[src/rtl/debounce_pkg.sv]
// debounce_pkg: shared state encoding, default 100 MHz timing and counter sizing for the debounce bank.
package debounce_pkg;
  typedef enum logic [1:0] {ST_LOW, ST_WAIT_HIGH, ST_HIGH, ST_WAIT_LOW} deb_state_t;
  localparam int DEB_CYCLES_20MS = 2_000_000;
  localparam int LONG_CYCLES_1S  = 100_000_000;
  function automatic int cnt_width(input int a, input int b);
    return $clog2((a > b ? a : b) + 1);
  endfunction
endpackage

[src/rtl/debounce_chan.sv]
// debounce_chan: one button channel - 2-FF synchroniser, debounce FSM, strobes and, with
// DEBOUNCE_LONGPRESS_EN defined, a saturating hold counter driving the long-press strobe.
module debounce_chan
  import debounce_pkg::*;
#(
  parameter int DEBOUNCE_CYCLES = 8,
`ifdef DEBOUNCE_LONGPRESS_EN
  parameter int LONG_CYCLES = 32,
`endif
  parameter int W = 6
) (
  input  logic clk,
  input  logic reset,
  input  logic i_btn,
  output logic o_out,
  output logic o_rise,
  output logic o_fall,
  output logic o_long
);
  localparam logic [W-1:0] DEB = W'(DEBOUNCE_CYCLES);
  logic [1:0] r_sync;
  deb_state_t r_state, w_state_nxt;
  logic [W-1:0] r_cnt, w_cnt_nxt, w_cnt_inc;
  logic r_out, r_rise, r_fall, w_rise, w_fall, w_sync, w_cand;
  assign w_sync    = r_sync[1];
  assign w_cand    = (r_state == ST_WAIT_HIGH);
  assign w_cnt_inc = (r_cnt == '1) ? r_cnt : r_cnt + 1'b1;
  always_comb begin
    w_state_nxt = r_state;
    w_cnt_nxt   = r_cnt;
    w_rise      = 1'b0;
    w_fall      = 1'b0;
    case (r_state)
      ST_LOW: if (w_sync) begin
        w_state_nxt = ST_WAIT_HIGH;
        w_cnt_nxt   = W'(1);
      end
      ST_HIGH: if (!w_sync) begin
        w_state_nxt = ST_WAIT_LOW;
        w_cnt_nxt   = W'(1);
      end
      default: if (w_sync != w_cand) begin
        w_state_nxt = w_cand ? ST_LOW : ST_HIGH;
        w_cnt_nxt   = '0;
      end else if (w_cnt_inc == DEB) begin
        w_state_nxt = w_cand ? ST_HIGH : ST_LOW;
        w_cnt_nxt   = '0;
        w_rise      = w_cand;
        w_fall      = !w_cand;
      end else begin
        w_cnt_nxt = w_cnt_inc;
      end
    endcase
  end
  always_ff @(posedge clk or posedge reset) begin
    if (reset) begin
      r_sync  <= '0;
      r_state <= ST_LOW;
      r_cnt   <= '0;
      r_out   <= 1'b0;
      r_rise  <= 1'b0;
      r_fall  <= 1'b0;
    end else begin
      r_sync  <= {r_sync[0], i_btn};
      r_state <= w_state_nxt;
      r_cnt   <= w_cnt_nxt;
      r_out   <= w_rise | (r_out & ~w_fall);
      r_rise  <= w_rise;
      r_fall  <= w_fall;
    end
  end
  assign o_out  = r_out;
  assign o_rise = r_rise;
  assign o_fall = r_fall;
`ifdef DEBOUNCE_LONGPRESS_EN
  localparam logic [W-1:0] LONG = W'(LONG_CYCLES);
  logic [W-1:0] r_hold;
  logic r_long, w_hold_run;
  // a pending release stops the hold count, so release always beats the long strobe
  assign w_hold_run = (r_state == ST_HIGH) && w_sync;
  always_ff @(posedge clk or posedge reset) begin
    if (reset) begin
      r_hold <= '0;
      r_long <= 1'b0;
    end else begin
      r_hold <= !w_hold_run ? '0 : (r_hold == LONG) ? r_hold : r_hold + 1'b1;
      r_long <= w_hold_run && (r_hold == LONG - 1'b1);
    end
  end
  assign o_long = r_long;
`else
  assign o_long = 1'b0;
`endif
endmodule

[src/rtl/debounce_bank.sv]
// debounce_bank: N_CH independent debounced buttons with press/release strobes;
// long-press strobes are built only when DEBOUNCE_LONGPRESS_EN is defined.
module debounce_bank
  import debounce_pkg::*;
#(
  parameter int N_CH            = 4,
  parameter int DEBOUNCE_CYCLES = DEB_CYCLES_20MS,
  parameter int LONG_CYCLES     = LONG_CYCLES_1S
) (
  input  logic            clk,
  input  logic            reset,
  input  logic [N_CH-1:0] button_in,
  output logic [N_CH-1:0] button_out,
  output logic [N_CH-1:0] button_rise,
  output logic [N_CH-1:0] button_fall,
  output logic [N_CH-1:0] button_long
);
  localparam int W = cnt_width(DEBOUNCE_CYCLES, LONG_CYCLES);
  if (N_CH < 1) begin : g_chk_nch
    $error("debounce_bank: N_CH must be >= 1");
  end
  if (DEBOUNCE_CYCLES < 2) begin : g_chk_deb
    $error("debounce_bank: DEBOUNCE_CYCLES must be >= 2");
  end
`ifdef DEBOUNCE_LONGPRESS_EN
  if (LONG_CYCLES <= DEBOUNCE_CYCLES) begin : g_chk_long
    $error("debounce_bank: LONG_CYCLES must exceed DEBOUNCE_CYCLES");
  end
`endif
  genvar c;
  for (c = 0; c < N_CH; c++) begin : g_ch
    debounce_chan #(
      .DEBOUNCE_CYCLES(DEBOUNCE_CYCLES),
`ifdef DEBOUNCE_LONGPRESS_EN
      .LONG_CYCLES(LONG_CYCLES),
`endif
      .W(W)
    ) u_chan (
      .clk   (clk),
      .reset (reset),
      .i_btn (button_in[c]),
      .o_out (button_out[c]),
      .o_rise(button_rise[c]),
      .o_fall(button_fall[c]),
      .o_long(button_long[c])
    );
  end
endmodule
[config.mk]
export PLATFORM = sky130hd
export DESIGN_NAME = debounce_bank
export DESIGN_NICKNAME = d
export VERILOG_FILES = /design/src/rtl/debounce_pkg.sv /design/src/rtl/debounce_chan.sv /design/src/rtl/debounce_bank.sv
export SDC_FILE = /design/constraint.sdc
export NUM_CORES = 1
export LEC_CHECK = 0
export CAP_MARGIN = 20
export CORE_MARGIN = 10
export CORE_UTILIZATION = 31
export DETAILED_ROUTE_END_ITERATION = 8
export PLACE_DENSITY = 0.55
export SLEW_MARGIN = 15
export SYNTH_ARGS = -nofsm -noshare
export SYNTH_HDL_FRONTEND = slang
export SYNTH_SLANG_ARGS = --single-unit
export TNS_END_PERCENT = 10
[constraint.sdc]
create_clock -name clk -period 5 [get_ports clk]
set_clock_uncertainty 0.1 [all_clocks]
set_input_delay 0.5 -clock clk [delete_from_list [all_inputs] [get_ports clk]]
set_output_delay 0.5 -clock clk [all_outputs]
set_load 0.02 [all_outputs]
# ---- Word-level counts from Yosys, hierarchy flattened
# Cells that the tools add are included.
dict set report word_totals {
  inputBits 6
  ff_bits 136
  wordCells 168
}
dict set report classes {
  n_bitwise 12
  reduce_logical 24
  n_mux 76
  addsub 4
  n_eq_ne 28
}
# operator count
set ops {}
lappend ops {{$mux 27} 20}
lappend ops {{$pmux 27 s2} 4}
lappend ops {{$add 27x1->27 const B} 4}
lappend ops {{$eq 27x21->1 const B} 4}
lappend ops {{$eq 27x27->1 const B} 4}
lappend ops {{$mux 2} 24}
lappend ops {{$mux 1} 24}
lappend ops {{$pmux 2 s2} 4}
lappend ops {{$reduce_bool 4->1} 4}
lappend ops {{$reduce_and 3->1} 4}
lappend ops {{$eq 2x1->1 const B} 4}
lappend ops {{$eq 2x2->1 const B} 4}
lappend ops {{$logic_not 2->1} 4}
lappend ops {{$ne 2x1->1 const B} 4}
lappend ops {{$ne 2x2->1 const B} 4}
lappend ops {{$reduce_and 2->1} 4}
lappend ops {{$reduce_or 2->1} 4}
lappend ops {{$and 1x1->1} 4}
lappend ops {{$logic_not 1->1} 4}
lappend ops {{$ne 1x1->1} 4}
lappend ops {{$not 1->1} 4}
lappend ops {{$or 1x1->1} 4}

# ---- Logic depth before layout (Yosys ltp)
# Gate-level depths: netlist of run 1.
dict set report logic_depth {
  word_depth 9
  mapped_depth 13
  depth_no_buf 10
}

# ---- Modules after synthesis
# From an unflattened synthesis of run 1, not the netlist that was laid out.
dict set report unflattened {
  cells_unflattened 1204
  hier_area_um2 10017.1
}
# mod area_per_inst_um2 instances cells_per_inst
set modules_own_cells {}
lappend modules_own_cells {{debounce_chan (g_ch[0].u_chan ...)} 2466.1 3 298}
lappend modules_own_cells {{debounce_chan (g_ch[3].u_chan)} 2618.8 1 310}

# ---- Worst setup path before layout of run 1
# No wires, ideal clock.
dict set report synth_path {
  path_type {flip-flop to flip-flop}
  start {register g_ch[0].u_chan.r_cnt[0]}
  end {register g_ch[0].u_chan.r_cnt[19]}
  t_arrival_ns 3.369
  t_required_ns 4.776
  stages_incl_launch_ff 13
  synth_period_minus_slack_ns 3.593
  setup_slack_ns 1.407
  path_cell_list {dfrtp_1 > ha_1 > nand4_1 > or4_1 > buf_2 > nor3_1 > mux2_2 > a2111oi_0 > or4b_4 > o21ai_4 > buf_6 > nor2_1 > a211o_1}
}
dict set report synth_via {
  elab_chain_cells 6
  word_cells_on_any_way 7
  cone_classes {1 x add/sub; 2 x eq/ne; 4 x mux}
}
# item line
set synth_rtl {}
lappend synth_rtl {{from (decl)} debounce_chan.sv:23} ;# logic [W-1:0] r_cnt, w_cnt_nxt, w_cnt_inc;
lappend synth_rtl {{from (signal assigned)} debounce_chan.sv:66} ;# r_cnt <= w_cnt_nxt;
lappend synth_rtl {{$add 27x1->27 / $eq 27x27->1 (equally long branches)} debounce_chan.sv:27} ;# assign w_cnt_inc = (r_cnt == '1) ? r_cnt : r_cnt + 1'b1;
lappend synth_rtl {{$mux 27 *} debounce_chan.sv:27}
lappend synth_rtl {{$eq 27x21->1} debounce_chan.sv:45} ;# end else if (w_cnt_inc == DEB) begin
lappend synth_rtl {{$mux 27 *} debounce_chan.sv:45}
lappend synth_rtl {{$mux 27 *} debounce_chan.sv:42} ;# default: if (w_sync != w_cand) begin
lappend synth_rtl {{$pmux 27 s2 *} debounce_chan.sv:33} ;# case (r_state)
# Mark *: on every way between the ends. The rest lies on a longest branch, timed or not.
# A chain may end at the register's enable or synchronous reset.

# ---- Worst setup path after layout of run 1
dict set report layout_path {
  start {register g_ch[2].u_chan.r_cnt[0]}
  end {register g_ch[2].u_chan.r_fall}
}
dict set report layout_via {
  elab_chain_cells 6
  word_cells_on_any_way 7
  cone_classes {1 x add/sub; 2 x eq/ne; 4 x mux}
}
# item line
set layout_rtl {}
lappend layout_rtl {{from (decl)} debounce_chan.sv:23}
lappend layout_rtl {{from (signal assigned)} debounce_chan.sv:66}
lappend layout_rtl {{$add 27x1->27 / $eq 27x27->1 (equally long branches)} debounce_chan.sv:27}
lappend layout_rtl {{$mux 27 *} debounce_chan.sv:27}
lappend layout_rtl {{$eq 27x21->1 *} debounce_chan.sv:45}
lappend layout_rtl {{$mux 1 *} debounce_chan.sv:45}
lappend layout_rtl {{$mux 1 *} debounce_chan.sv:42}
lappend layout_rtl {{$mux 1 *} debounce_chan.sv:33}
lappend layout_rtl {{net g_ch[2].u_chan.w_fall} debounce_chan.sv:24} ;# logic r_out, r_rise, r_fall, w_rise, w_fall, w_sync, w_cand;
lappend layout_rtl {{to (signal assigned)} debounce_chan.sv:69} ;# r_fall <= w_fall;
lappend layout_rtl {{to (decl)} debounce_chan.sv:24}
# Mark *: on every way through the listed nets, which the timed path passes. The rest lies on a longest branch.

==> results.md, run 1 <==
* Pleak at 3.88 nW
* Syn_area_per_cell at 7.85 um^2
* Post-synth ARST share at 100%
* WP data required at 5180 ps
* CTS buffer count at 17
* Worst-path clk slew at 60 ps
* Max Clock Freq at 232 MHz
* DRC at 0
* Final Critical Period at 4310 ps
* Die area at 37,200 um^2
* Initial Utilization at 31.3%
* Worst path cell trace: ha_1 -> nand3_1 -> nor3_1 -> and3_1 -> o41ai_1 -> a2111o_1 -> nor4_1 -> nand3_1 -> nor3b_1
* Root buffer cell: clkbuf_16
* Post-synth EDFFs at 0
* Fin. Hold Viols at 0
* Non-filler cells, final at 1,544
* Flop and latch count out of synthesis at 136
* Diode count at 0
* Warnings from Yosys at 0
* Register area share after synthesis at 36.8%
* Cell seen most often among critical-path stages: nand3_1
* Crit path DAT at 4500 ps
* Total Neg Setup Slack at 0 ps
* Largest net degree at the start of global routing at 80
* Area growth syn-to-layout at 10.6%
* CORE AREA at 29,600 um^2
* Slack of the critical path at 687 ps
* Crit-path max cell delay at 630 ps
* Inst Count DP at 1,513
* Crit. End Element: flop
* Final net count at 1,152
* Setup WS pre-CTS at 818 ps
* Layout cell share with drive strength beyond 1 at 6.24%
* Grt ovf at 0
* Port Buffer Count at 17
* Vias per inst at 5.60
* Post-CTS setup buffers at 0
* H-Tree Depth at 4
* Post-DP HPWL at 18,400 um
* Die height at 193 um
* Count of pins over their slew limit at 0
* Final Total Pwr at 2.60 mW
* Cts repair resizes at 0
* Slowest cell on the critical path: nor3_1
* Top_reg_cell synth: dfrtp_1
* Ports at 22
* Area contributors post-synth: dfrtp_1 37%, nand2_1 6.4%, nand3_1 5.0%, nor2_1 4.1%, o21ai_0 3.9%
* Clock sink total at 136
* Status: finished, final reports clean
* Worst-path maximum fanout at 11
* Worst Setup Path Type: flop to flop
* Clk Latency, worst-skew pair at 430 ps
* Synth area leader: dfrtp_1
* Via count at 8,650
* Hold Crit Class: flop to flop
* CTS tree: yes
* Overall routing resource usage at 14.2%
* Mapped Cells at 1,178
* Number of distinct library cells after synthesis at 77
* RSZ-0062 raised after global routing: false
* Die Wd at 193 um
* PD cells at 254 nW/um^2
* Final setup fails at 0
* Longest Clk Path Bufs at 2
* Final worst-path cycle share at 86.3%
* Final WL at 25,700 um
* First-pass GRT wire length at 43,300 um
* Iter 0 DRT Violations at 690
* Routed Antenna Nets at 0
* Critical path launch point type: flop
* Drt first pass iters at 8
* Antenna violations before repair at 0
* Gpl congestion at 0.930
* Slew margin rel. at 31.1%
* Max-cap violations at 0
* Vias in the first global route at 8,130
* VDD IR max at 0.000220 V
* WL/cell at 16.6 um
* Synthesized cell area at 9250 um^2
* Hold_buf cts at 0
* Slew @ Worst Pin at 1030 ps
* Synth top area share at 36.8%
* # rows at 63
stage by stage:
stage,hold WS (ps),cell area [um^2],util (%)
CTS,264,10200,34.6
global route,270,10200,34.6
detailed placement,250,9620,32.6
global placement,233,9620,32.6
finish,259,10200,34.6
floorplan,231,9260,-
where the power goes:
part	switching, mW	internal (mW)
Clock	0.510	0.810
Combinational	0.102	0.0409
Sequential	0.0226	1.11
Total	0.634	1.96
cells in the final DEF (no fill, tap or decap), types with 12 or more instances in the layout:
cell               n
a21oi_1           65
a31oi_1           28
and2_1            18
and3_1            29
and4_1            12
buf_4             17
clkbuf_16         17
clkdlybuf4s50_1   17
dfrtp_1          136
inv_1             23
nand2_1          157
nand3_1           93
nand4_1           43
nor2_1            99
nor3_1            47
nor4_1            24
o21ai_0           72
o22ai_1           12
or3_1             19
xnor2_1           28
xor2_1            21
registers in the layout (all words and copies together), names as in the netlist, named ones only:
register / flops
g_ch.u_chan.o_fall: 4
g_ch.u_chan.o_out: 4
g_ch.u_chan.o_rise: 4
g_ch.u_chan.r_cnt: 108
g_ch.u_chan.r_state: 4
g_ch.u_chan.r_sync: 8
worst max-delay path, delay by kind of cell (launching register included):
kind | cells | cell delay (ps)
simple gates | 6 | 2750
compound gates | 2 | 530
flops | 1 | 450
fa+ha+maj | 1 | 330
synth_stat cells, drive strengths merged, types with 9 or more instances:
library cell  number
nor2             100
buf               38
nand4             44
nand2b             9
mux2i              9
clkbuf            54
and3              29
dfrtp            136
nor3              48
xnor2             28
nand3             94
or3               19
nor4              25
a211oi             9
and4              12
inv               24
o21ai             73
a31oi             29
nand2            157
a21oi             67
xor2              21
and2              19
o22ai             12
per-layer routing:
metal | vias to the layer above | part of all wire (%) | wire [um] | GRT usage (%)
li1 | 4229 | - | - | -
met1 | 4161 | 49 | 12500 | 19.9
met2 | 236 | 46 | 11800 | 22.1
met3 | 24 | 4.7 | 1200 | 2.29
met4 | 0 | 0.79 | 204 | 3.34
met5 | - | 0 | 0 | 0
cells by family (layout without fill, tap and decap cells):
family                   count (synthesis)  in the layout  synth area share (%)
buffers and inverters                  116             89                  5.77
XOR/XNOR                                49             49                  4.64
adder cells (fa/ha/maj)                  4              4                 0.541
AO/OA/AOI/OAI                          273            273                  19.0
other                                    1              4                0.0405
flip-flops                             136            136                  36.8
multiplexers                            11             11                  1.22
AND/OR/NAND/NOR                        588            588                  32.0
path summary, 6_finish.rpt:
| kind | depth (start not counted) | endpoint | slack [ps] | start |
|---|---|---|---|---|
| worst min register to register | 0 | g_ch[1].u_chan.r_sync[1] | 260 | g_ch[1].u_chan.r_sync[0] |
| worst max-delay path | 9 | g_ch[2].u_chan.o_fall | 690 | g_ch[2].u_chan.r_cnt[0] |
| max in group asynchronous | 3 | g_ch[0].u_chan.r_cnt[9] | 3380 | reset |
| worst min-delay path | 0 | g_ch[1].u_chan.r_sync[1] | 260 | g_ch[1].u_chan.r_sync[0] |
| min in group asynchronous | 2 | g_ch[3].u_chan.r_cnt[26] | 490 | reset |
| worst max register to register | 9 | g_ch[2].u_chan.o_fall | 690 | g_ch[2].u_chan.r_cnt[0] |
final cells by class:
type	instances	area, um^2
fill	3078	19300
multi-input combinational	929	5350
sequential	136	3400
tap	390	488
clock buffer	20	457
timing repair buffer	34	298
clock inverter	11	146
inverter	24	95.1
Power figures use the tool's default switching activity.
==> run 2: changes to the inputs <==
--- a/config.mk
+++ b/config.mk
@@ -6,7 +6,7 @@
 export NUM_CORES = 1
 export LEC_CHECK = 0
 export CAP_MARGIN = 20
-export CORE_MARGIN = 10
+export CORE_MARGIN = 2
 export CORE_UTILIZATION = 31
 export DETAILED_ROUTE_END_ITERATION = 8
 export PLACE_DENSITY = 0.55
==> results.md, run 2 (synthesis results as in run 1) <==
* WL/cell at 16.4 um
* Final WL at 25,400 um
* Slew margin rel. at 41.5%
* VDD IR max at 0.000238 V
* PD cells at 246 nW/um^2
* Gpl congestion at 0.904
* Vias in the first global route at 8,031
* Diode count at 0
* Hold Crit Class: flop to flop
* Clk Latency, worst-skew pair at 440 ps
* Final worst-path cycle share at 88.3%
* Final Critical Period at 4420 ps
* H-Tree Depth at 4
* CTS buffer count at 17
* Cts repair resizes at 0
* Port Buffer Count at 17
* Slack of the critical path at 584 ps
* First-pass GRT wire length at 42,500 um
* Routed Antenna Nets at 0
* CP delay by family, top: simple AND/OR/NAND/NOR gates
* Final net count at 1,154
* Max reg flops at 108
* Status: finished, final reports clean
* Regs by FF count: g_ch.u_chan.r_cnt: 108 flops, g_ch.u_chan.r_sync: 8 flops
* Pleak at 3.86 nW
* Inst Count DP at 1,515
* Clock sink total at 136
* DRC at 0
* Post-CTS setup buffers at 0
* Multi-input logic area at 5340 um^2
* Crit path DAT at 4630 ps
* Critical path launch point type: flop
* Count of pins over their slew limit at 0
* CORE AREA at 29,500 um^2
* Longest Clk Path Bufs at 2
* Via count at 8,685
* Grt ovf at 0
* Worst Setup Path Type: flop to flop
* Drt first pass iters at 5
* Worst-path clk slew at 60 ps
* Iter 0 DRT Violations at 881
* Die Wd at 177 um
* Die area at 31,200 um^2
* Initial Utilization at 31.4%
* Final setup fails at 0
* Filler cells at 3,080
* Total Neg Setup Slack at 0 ps
* RSZ-0062 raised after global routing: false
* Vias per inst at 5.61
* Crit. End Element: flop
* Largest net degree at the start of global routing at 76
* CTS tree: yes
* Register area at 3400 um^2
* Most frequent cells in the layout: 157 x nand2_1, 136 x dfrtp_1, 100 x nor2_1
* Hold_buf cts at 0
* # rows at 63
* Non-filler cells, final at 1,547
* Worst-path maximum fanout at 22
* WP data required at 5220 ps
* Ports at 22
* Slowest cell on the critical path: or4_1
* Largest Register: g_ch.u_chan.r_cnt
* Commonest non-fill, non-tap cell in the layout: nand2_1
* Crit-path max cell delay at 660 ps
* Max-cap violations at 0
* Die height at 177 um
* Antenna violations before repair at 0
* Fin. Hold Viols at 0
* Root buffer cell: clkbuf_16
* Slew @ Worst Pin at 870 ps
* Layout cell share with drive strength beyond 1 at 6.40%
* Area growth syn-to-layout at 10.2%
* Max Clock Freq at 226 MHz
* Worst path cell trace: ha_1 -> nand4_1 -> or4_1 -> nor3_1 -> mux2_2 -> a2111oi_0 -> or4b_4 -> o21ai_4 -> nor2_1 -> a211o_1
* Setup WS pre-CTS at 687 ps
* CP bufs+invs at 0
* Overall routing resource usage at 16.8%
* Post-DP HPWL at 17,700 um
run 2: stage by stage:
step	area, um^2	hold WS [ps]	total power [mW]	utilization [%]
4_1_cts	10200	253	2.53	34.6
5_1_grt	10200	262	2.61	34.6
2_1_floorplan	9260	231	1.25	-
6_report	10200	252	2.51	34.6
3_5_place_dp	9630	238	1.30	32.7
3_3_place_gp	9630	231	1.30	32.7
run 2: path summary, 6_finish.rpt:
check | to | startpoint | depth (start not counted) | slack, ps
worst max-delay path | g_ch[0].u_chan.r_cnt[7] | g_ch[0].u_chan.r_cnt[0] | 10 | 580
worst min-delay path | g_ch[1].u_chan.r_sync[1] | g_ch[1].u_chan.r_sync[0] | 0 | 250
worst max register to register | g_ch[0].u_chan.r_cnt[7] | g_ch[0].u_chan.r_cnt[0] | 10 | 580
worst min register to register | g_ch[1].u_chan.r_sync[1] | g_ch[1].u_chan.r_sync[0] | 0 | 250
max in group asynchronous | g_ch[0].u_chan.r_cnt[21] | reset | 3 | 3400
min in group asynchronous | g_ch[1].u_chan.r_cnt[17] | reset | 2 | 480
run 2: power by group:
| part | switching (mW) | leakage (nW) | total [mW] | internal [mW] |
|---|---|---|---|---|
| logic | 0.102 | 1.74 | 0.143 | 0.0414 |
| clock network | 0.544 | 0.259 | 1.23 | 0.686 |
| registers | 0.0220 | 1.86 | 1.14 | 1.11 |
| total | 0.668 | 3.86 | 2.51 | 1.84 |
run 2: area by class of cell:
cell class	count	share of cell area (%)
sequential	136	33.4
timing repair buffer	36	3.07
clock inverter	14	1.24
inverter	24	0.933
tap	390	4.79
clock buffer	18	4.21
multi-input combinational	929	52.4
run 2: per-layer routing:
layer	part of all wire, %	routed length (um)	GRT usage, %
met5	0	0	0
met4	1.5	371	4.75
met3	4.5	1150	3.01
met2	45	11500	26.4
met1	49	12400	23.6
==> run 3: changes to the inputs <==
--- a/config.mk
+++ b/config.mk
@@ -6,8 +6,8 @@
 export NUM_CORES = 1
 export LEC_CHECK = 0
 export CAP_MARGIN = 20
-export CORE_MARGIN = 2
 export CORE_UTILIZATION = 31
+export CTS_CLUSTER_DIAMETER = 200
 export DETAILED_ROUTE_END_ITERATION = 8
 export PLACE_DENSITY = 0.55
 export SLEW_MARGIN = 15
==> results.md, run 3 (synthesis results as in run 1) <==
* Worst Setup Path Type: flop to flop
* DRC at 0
* Count of pins over their slew limit at 0
* Via count at 8,723
* Hold_buf cts at 0
* Clk Latency, worst-skew pair at 430 ps
* Met3 Wirelength at 1400 um
* Slew @ Worst Pin at 1060 ps
* Largest net degree at the start of global routing at 91
* Worst-path clk slew at 70 ps
* Most frequent cells in the layout: 157 x nand2_1, 136 x dfrtp_1, 100 x nor2_1
* Final Critical Period at 4270 ps
* Clk network pwr share at 50.8%
* Die Wd at 175 um
* Drt first pass iters at 6
* Post-DP HPWL at 17,800 um
* Port Buffer Count at 17
* Final Total Pwr at 2.60 mW
* Crit path DAT at 4490 ps
* Final net count at 1,154
* Int Power at 1.96 mW
* Root buffer cell: clkbuf_16
* Overall routing resource usage at 17.3%
* CTS tree: yes
* WP data required at 5220 ps
* Max-cap violations at 0
* Max Clock Freq at 234 MHz
* Highest routing layer actually used: met4
* Worst-path maximum fanout at 22
* Die height at 175 um
* Gpl congestion at 0.902
* Initial Utilization at 31.9%
* WHS at 251 ps
* Combinational fraction of design power at 5.6%
* Total Neg Setup Slack at 0 ps
* Max reg flops at 108
* # rows at 62
* Final WL at 25,800 um
* Critical path launch point type: flop
* Cts repair resizes at 0
* RSZ-0062 raised after global routing: false
* Die area at 30,500 um^2
* Vias per inst at 5.66
* Regs by FF count: g_ch.u_chan.r_cnt: 108 flops, g_ch.u_chan.r_sync: 8 flops
* Post-CTS setup buffers at 0
* Pleak at 3.89 nW
* Crit. End Element: flop
* Vias in the first global route at 8,182
* H-Tree Depth at 4
* Longest Clk Path Bufs at 2
* Final worst-path cycle share at 85.4%
* Largest Register: g_ch.u_chan.r_cnt
* Antenna violations before repair at 0
* Ports at 22
* Status: finished, final reports clean
* VDD IR max at 0.000219 V
* First-pass GRT wire length at 43,000 um
* PD cells at 254 nW/um^2
* WL/cell at 16.7 um
* CORE AREA at 29,000 um^2
* Final setup fails at 0
* Grt ovf at 0
* Seq pwr share at 43.6%
* Iter 0 DRT Violations at 710
* DR WL met2 at 11,800 um
* Switching power at 640 uW
* Clock sink total at 136
* Area growth syn-to-layout at 10.7%
* WL met1 at 12,300 um
* Routed Antenna Nets at 0
* Sw Share at 24.6%
* Layout cell share with drive strength beyond 1 at 6.40%
* Hold Crit Class: flop to flop
* Commonest non-fill, non-tap cell in the layout: nand2_1
* Fin. Hold Viols at 0
* CTS buffer count at 17
* Slew margin rel. at 28.9%
* Diode count at 0
-- run 3: critical path, stage by stage, from the launching register on --
cell and delay, ps:
dfrtp_1 470, ha_1 290, nand4_1 190, or4_1 660
nor3_1 210, mux2_2 370, a2111oi_0 400, or4b_4 580
o21ai_4 500, nor2_1 110, a211o_1 270
-- run 3: stage by stage --
stage	cells	util (%)	cell area, um^2	setup slack (ps)
global route	1541	35.3	10200	374
finish	1541	35.3	10200	730
global placement	1508	33.2	9620	876
CTS	1540	35.2	10200	739
floorplan	1181	-	9260	761
detailed placement	1508	33.2	9620	765
-- run 3: area by class of cell --
type	instances	area, um^2
multi-input cells	929	5340
clock inverters	12	150
repair buffers	36	317
fillers	3057	18800
flip-flops and latches	136	3400
inverters	24	95.1
clock buffers	20	457
well taps	384	480
-- run 3: power groups by stage --
stage	combinational, mW	clock (mW)	sequential, mW
finish	0.145	1.32	1.14
global route	0.163	1.40	1.14
CTS	0.147	1.36	1.14
detailed placement	0.146	0	1.16
global placement	0.146	0	1.15
floorplan	0.108	0	1.15
-- run 3: routing by layer --
| metal | GRT usage, % | up-vias |
|---|---|---|
| met5 | 0 | - |
| met4 | 4.75 | 0 |
| met3 | 2.94 | 31 |
| met2 | 27.2 | 280 |
| met1 | 24.5 | 4170 |
| li1 | - | 4242 |
-- run 3: worst paths after layout --
check / start / endpoint / slack [ps] / depth (start not counted)
min in group asynchronous: reset / g_ch[0].u_chan.r_cnt[22] / 530 / 2
max: g_ch[0].u_chan.r_cnt[0] / g_ch[0].u_chan.r_cnt[19] / 730 / 10
min: g_ch[2].u_chan.r_sync[0] / g_ch[2].u_chan.r_sync[1] / 250 / 0
max reg2reg: g_ch[0].u_chan.r_cnt[0] / g_ch[0].u_chan.r_cnt[19] / 730 / 10
max in group asynchronous: reset / g_ch[3].u_chan.r_cnt[20] / 3380 / 3
min reg2reg: g_ch[2].u_chan.r_sync[0] / g_ch[2].u_chan.r_sync[1] / 250 / 0
==> RTL change 1 (flow settings as in run 2) <==
Set the parameter `N_CH` to 5 (it was 4).
--- a/src/rtl/debounce_bank.sv
+++ b/src/rtl/debounce_bank.sv
@@ -3,7 +3,7 @@
 module debounce_bank
   import debounce_pkg::*;
 #(
-  parameter int N_CH            = 4,
+  parameter int N_CH            = 5,
   parameter int DEBOUNCE_CYCLES = DEB_CYCLES_20MS,
   parameter int LONG_CYCLES     = LONG_CYCLES_1S
 ) (
Ports: changed (5 resized); port bits go from 22 to 27. No check against the original RTL was run, so the function may have changed too.
==> RTL change 1 against run 2 <==
Sequential power grew 25%; worst setup slack gained 0.41 ns; cell area grew 23%; power grew 20%; final cell count grew 21%; synthesized cell count grew 23%; area after synthesis grew 26%; clock power grew 13%; routed wire length grew 26%; non-clock buffer count shrank 3; sequential cell count grew 34; largest power group is now sequential cells.
==> RTL change 1: results (changes against run 2) <==
cts-root-buf: "clkbuf_16"
p_sw_frac: 0.2682  # +0.001924
power.leakage_nw: 4.827  # +25%
synth-xor-area-share: 0.03620  # -0.01019
status: "finished, final reports clean"
max-vdd-ir-drop_uv: 238.3  # +0.24%
critical_path_class: "flop to flop"
fillCellCount: 3834  # +24%
cpMaxStageDelayCell: "nor4_1"
ctsResizeCount: 0  # unchanged
dp_hpwl_mm: 21.64  # +22%
grt_pass1_vias: 10119  # +26%
drt-total-wl_mm: 32.03  # +26%
clockPowerShare: 0.460  # -0.030
clk_pin_slew_worst_paths_ns: 0.07
dpl-instance-area_um2: 11960  # +24%
synth.area.mux_share: 0.01056  # -0.001614
postCtsSetupRepairBufs: 0  # unchanged
hold_path.startpoint: "g_ch[3].u_chan.r_sync[0]$_DFF_PP0_"
routed-wl-met2_mm: 14.74  # +28%
synth-async-reset-ratio: 1.000  # unchanged
slowest_delay_ns: 0.54  # -0.12 ns
numPortBuffers: 21  # +4
diodes: 0  # unchanged
grt_antenna_before_repair: 0  # unchanged
power_w: 0.003015  # +20%
worstSkewPairLatency_ns: 0.45
dr.first_iter.drc_count: 1042  # +18%
ys_types: 88  # +14%
grt_pass1_wl_mm: 53.12  # +25%
grt_use_total: 0.1678  # -0.0003015
first_pass_iters: 6  # +1
synth_common_cells: "170 x dfrtp_1, 163 x nand2_1, 125 x nand3_1, 107 x o21ai_0, 96 x nor2_1"
synth_compound_area_frac: 0.2045  # +0.01487
synth_area_leaders: "dfrtp_1 37%, nand3_1 5.4%, nand2_1 5.3%, o21ai_0 4.6%, a21oi_1 3.7%"
vias: 10905  # +26%
grt_max_degree: 171  # +130%
wl_met1_mm: 15.20  # +23%
yosysWarnings: 0  # unchanged
maxUsedRoutingLayer: "met4"
yosysSeqAreaShare: 0.3663  # -0.001565
biggestRegsByFlops: "g_ch.u_chan.r_cnt: 135 flops, g_ch.u_chan.r_sync: 10 flops"
hold_class: "flop to flop"
drive_above_1_share: 0.05263  # -0.01133
crit_arrival_ns: 4.24  # -0.39 ns
routabilityCongestion: 0.9145  # +1.2%
r2r_start: "g_ch[1].u_chan.r_cnt[0]$_DFFE_PP0P_"
crit_fanout: 19  # -14%
wl_met3_mm: 1.386  # +21%
dp.cells: 1842  # +22%
synth_cells: 1447  # +23%
pwr-share-comb: 0.065  # +0.008
cts_buffer_depth: 2  # unchanged
pre_cts_slack_ns: 1.059  # +0.3719 ns
cts_buffers: 17  # unchanged
yosys_most_used_dff: "dfrtp_1"
worst_slew_pin_slew_ns: 1.051  # +0.1810 ns
synth-adder-area-share: 0.005387  # -0.00002302
wl_per_cell_um: 17.09  # +4.1%
RTL change 1: worst max-delay path: cells and delay by family (launching register included):
kind                       cells  cell delay (ns)
AOI/OAI and AO/OA              4             1.14
and+or+nand+nor                5             1.94
adders and majority gates      1             0.25
DFF                            1             0.43
RTL change 1: cell families (layout without fill, tap and decap cells):
kind of cell	Yosys count	count (layout)
DFF	170	170
buffers and inverters	157	112
xor gates and xnor gates	48	48
adders and majority gates	5	5
other	1	5
and+or+nand+nor	688	688
AOI/OAI and AO/OA	366	366
muxes	12	12
RTL change 1: area by class of cell:
class                           instances  area [um^2]  area share
Tap cell                              468        585.6     0.04664
Sequential cell                       170         4254      0.3388
Timing Repair Buffer                   33        312.8     0.02492
Inverter                               47        180.2     0.01435
Clock inverter                         14        161.4     0.01286
Clock buffer                           18        429.2     0.03418
Multi-Input combinational cell       1124         6631      0.5282
RTL change 1: final timing paths:
check,endpoint,slack [ns],depth (start not counted)
worst max-delay path,g_ch[1].u_chan.r_cnt[6]$_DFFE_PP0P_,0.99,10
worst min-delay path,g_ch[3].u_chan.r_sync[1]$_DFF_PP0_,0.25,0
worst max register to register,g_ch[1].u_chan.r_cnt[6]$_DFFE_PP0P_,0.99,10
worst min register to register,g_ch[3].u_chan.r_sync[1]$_DFF_PP0_,0.25,0
max in group asynchronous,g_ch[3].u_chan.r_cnt[22]$_DFFE_PP0P_,3.43,3
min in group asynchronous,g_ch[1].u_chan.r_sync[0]$_DFF_PP0_,0.51,3
RTL change 1: layer usage:
metal,vias to the layer above,global-route usage
met3,56,0.02988
li1,5243,-
met5,-,0
met2,329,0.2671
met1,5277,0.2292
met4,0,0.05737
==> RTL change 2 (settings of run 2) <==
Made on the original files. Encoding of `deb_state_t`: now one-hot (4 bits for 4 states).
--- a/src/rtl/debounce_pkg.sv
+++ b/src/rtl/debounce_pkg.sv
@@ -1,6 +1,6 @@
 // debounce_pkg: shared state encoding, default 100 MHz timing and counter sizing for the debounce bank.
 package debounce_pkg;
-  typedef enum logic [1:0] {ST_LOW, ST_WAIT_HIGH, ST_HIGH, ST_WAIT_LOW} deb_state_t;
+  typedef enum logic [3:0] {ST_LOW = 4'b0001, ST_WAIT_HIGH = 4'b0010, ST_HIGH = 4'b0100, ST_WAIT_LOW = 4'b1000} deb_state_t;
   localparam int DEB_CYCLES_20MS = 2_000_000;
   localparam int LONG_CYCLES_1S  = 100_000_000;
   function automatic int cnt_width(input int a, input int b);
Check against the original RTL: same outputs for any inputs over 10 cycles, from zero or initial values and one cycle with reset high; not proved beyond that.
==> RTL change 2 against run 2 <==
Routed wire length up 7.9%; non-clock buffer count grew 3; cell area increased by 8.3%; sequential cell count up 8; die area grew 8.1%; highest routed layer unchanged; worst setup slack better by 0.14 ns; area after synthesis is 8.3% higher; largest cell class unchanged; first-iteration DRC count grew 6.7%; via count is 8.5% higher; critical path depth unchanged.
Power is not compared: it rests on default switching activity, and its combinational part moved more than twofold at a synthesized area within 25%.
==> RTL change 2: results (changes against run 2) <==
grt_max_degree: 94  # +24%
synth_cells: 1285  # +9.1%
dp_hpwl_mm: 18.67  # +5.4%
area_delta_synth_final_pct: 10.26  # about the same
vias: 9419  # +8.5%
fillCellCount: 3316  # +7.7%
num-nets-final: 1248  # +8.1%
rr_endpoint: "g_ch[2].u_chan.r_cnt[10]$_DFFE_PP0P_"
grt_pass1_vias: 8776  # +9.3%
pre_cts_slack_ns: 0.7490  # +0.06224 ns
routabilityCongestion: 0.8994  # -0.46%
wl_met3_mm: 1.174  # +2.5%
cp-startpoint: "g_ch[2].u_chan.r_cnt[4]$_DFFE_PP0P_"
r2r_slack_ns: 0.72  # +0.14 ns
hold_path.startpoint: "g_ch[0].u_chan.r_sync[0]$_DFF_PP0_"
worstHoldEndpoint: "g_ch[0].u_chan.r_sync[1]$_DFF_PP0_"
dpl-instance-area_um2: 10380  # +7.7%
dr.first_iter.drc_count: 940  # +6.7%
routed-wl-met2_mm: 12.32  # +6.9%
status: "finished, final reports clean"
power.leakage_nw: 4.248
drt-total-wl_mm: 27.40  # +7.9%
biggestRegsByFlops: "g_ch.u_chan.r_cnt: 108 flops, g_ch.u_chan.r_state: 16 flops, g_ch.u_chan.r_sync: 8 flops"
synth_common_cells: "147 x nand2_1, 140 x dfrtp_1, 117 x nor2_1, 89 x nand3_1, 84 x a21oi_1"
crit_arrival_ns: 4.51  # -0.12 ns
gr-usage-met3: 0.02813  # -0.001939
wl_met1_mm: 13.67  # +11%
maxSlewHeadroom: 0.3038  # -0.1108
maxUsedRoutingLayer: "met4"
grt_use_met2: 0.2619  # -0.002599
grt_use_total: 0.1686  # +0.0004449
fmax_ghz: 0.2338  # +3.2%
grt_pass1_wl_mm: 46.69  # +9.9%
hold_class: "flop to flop"
use_met1: 0.2431  # +0.007113
slowest_delay_ns: 0.87  # +0.21 ns
fin_hold_ws_ns: 0.2497  # -0.002001 ns
wl_per_cell_um: 16.58  # +0.94%
synth_area_leaders: "dfrtp_1 35%, nand2_1 5.5%, nand3_1 4.4%, nor2_1 4.4%, a21oi_1 4.2%"
dp.cells: 1620  # +6.9%
yosysSeqAreaShare: 0.3603  # -0.007591
[RTL change 2: worst max-delay path, delay by kind of cell (launching register included)]
kind	cells	cell delay, ns
AOI/OAI and AO/OA	3	0.59
buffers and inverters	1	0.23
DFF	1	0.54
and+or+nand+nor	6	2.71
[RTL change 2: kinds of logic after synthesis]
group                      share of synthesized area
xor gates and xnor gates                     0.03498
muxes                                        0.01299
other                                      0.0003744
buffers and inverters                        0.06359
DFF                                           0.3603
AOI/OAI and AO/OA                             0.2099
adders and majority gates                   0.004997
and+or+nand+nor                               0.3129
[RTL change 2: cell type report]
class,count,share of cell area
Inverter,38,0.01337
Multi-Input combinational cell,998,0.5245
Clock inverter,13,0.01779
Timing Repair Buffer,39,0.03104
Sequential cell,144,0.3268
Clock buffer,19,0.04102
Tap cell,402,0.04555
[RTL change 2: where the power goes]
group / leakage [nW] / switching (W) / internal, W
Sequential: 1.96 / 0.000102 / 0.00124
Clock: 0.312 / 0.000565 / 0.000873
Combinational: 1.98 / 0.000587 / 0.000281
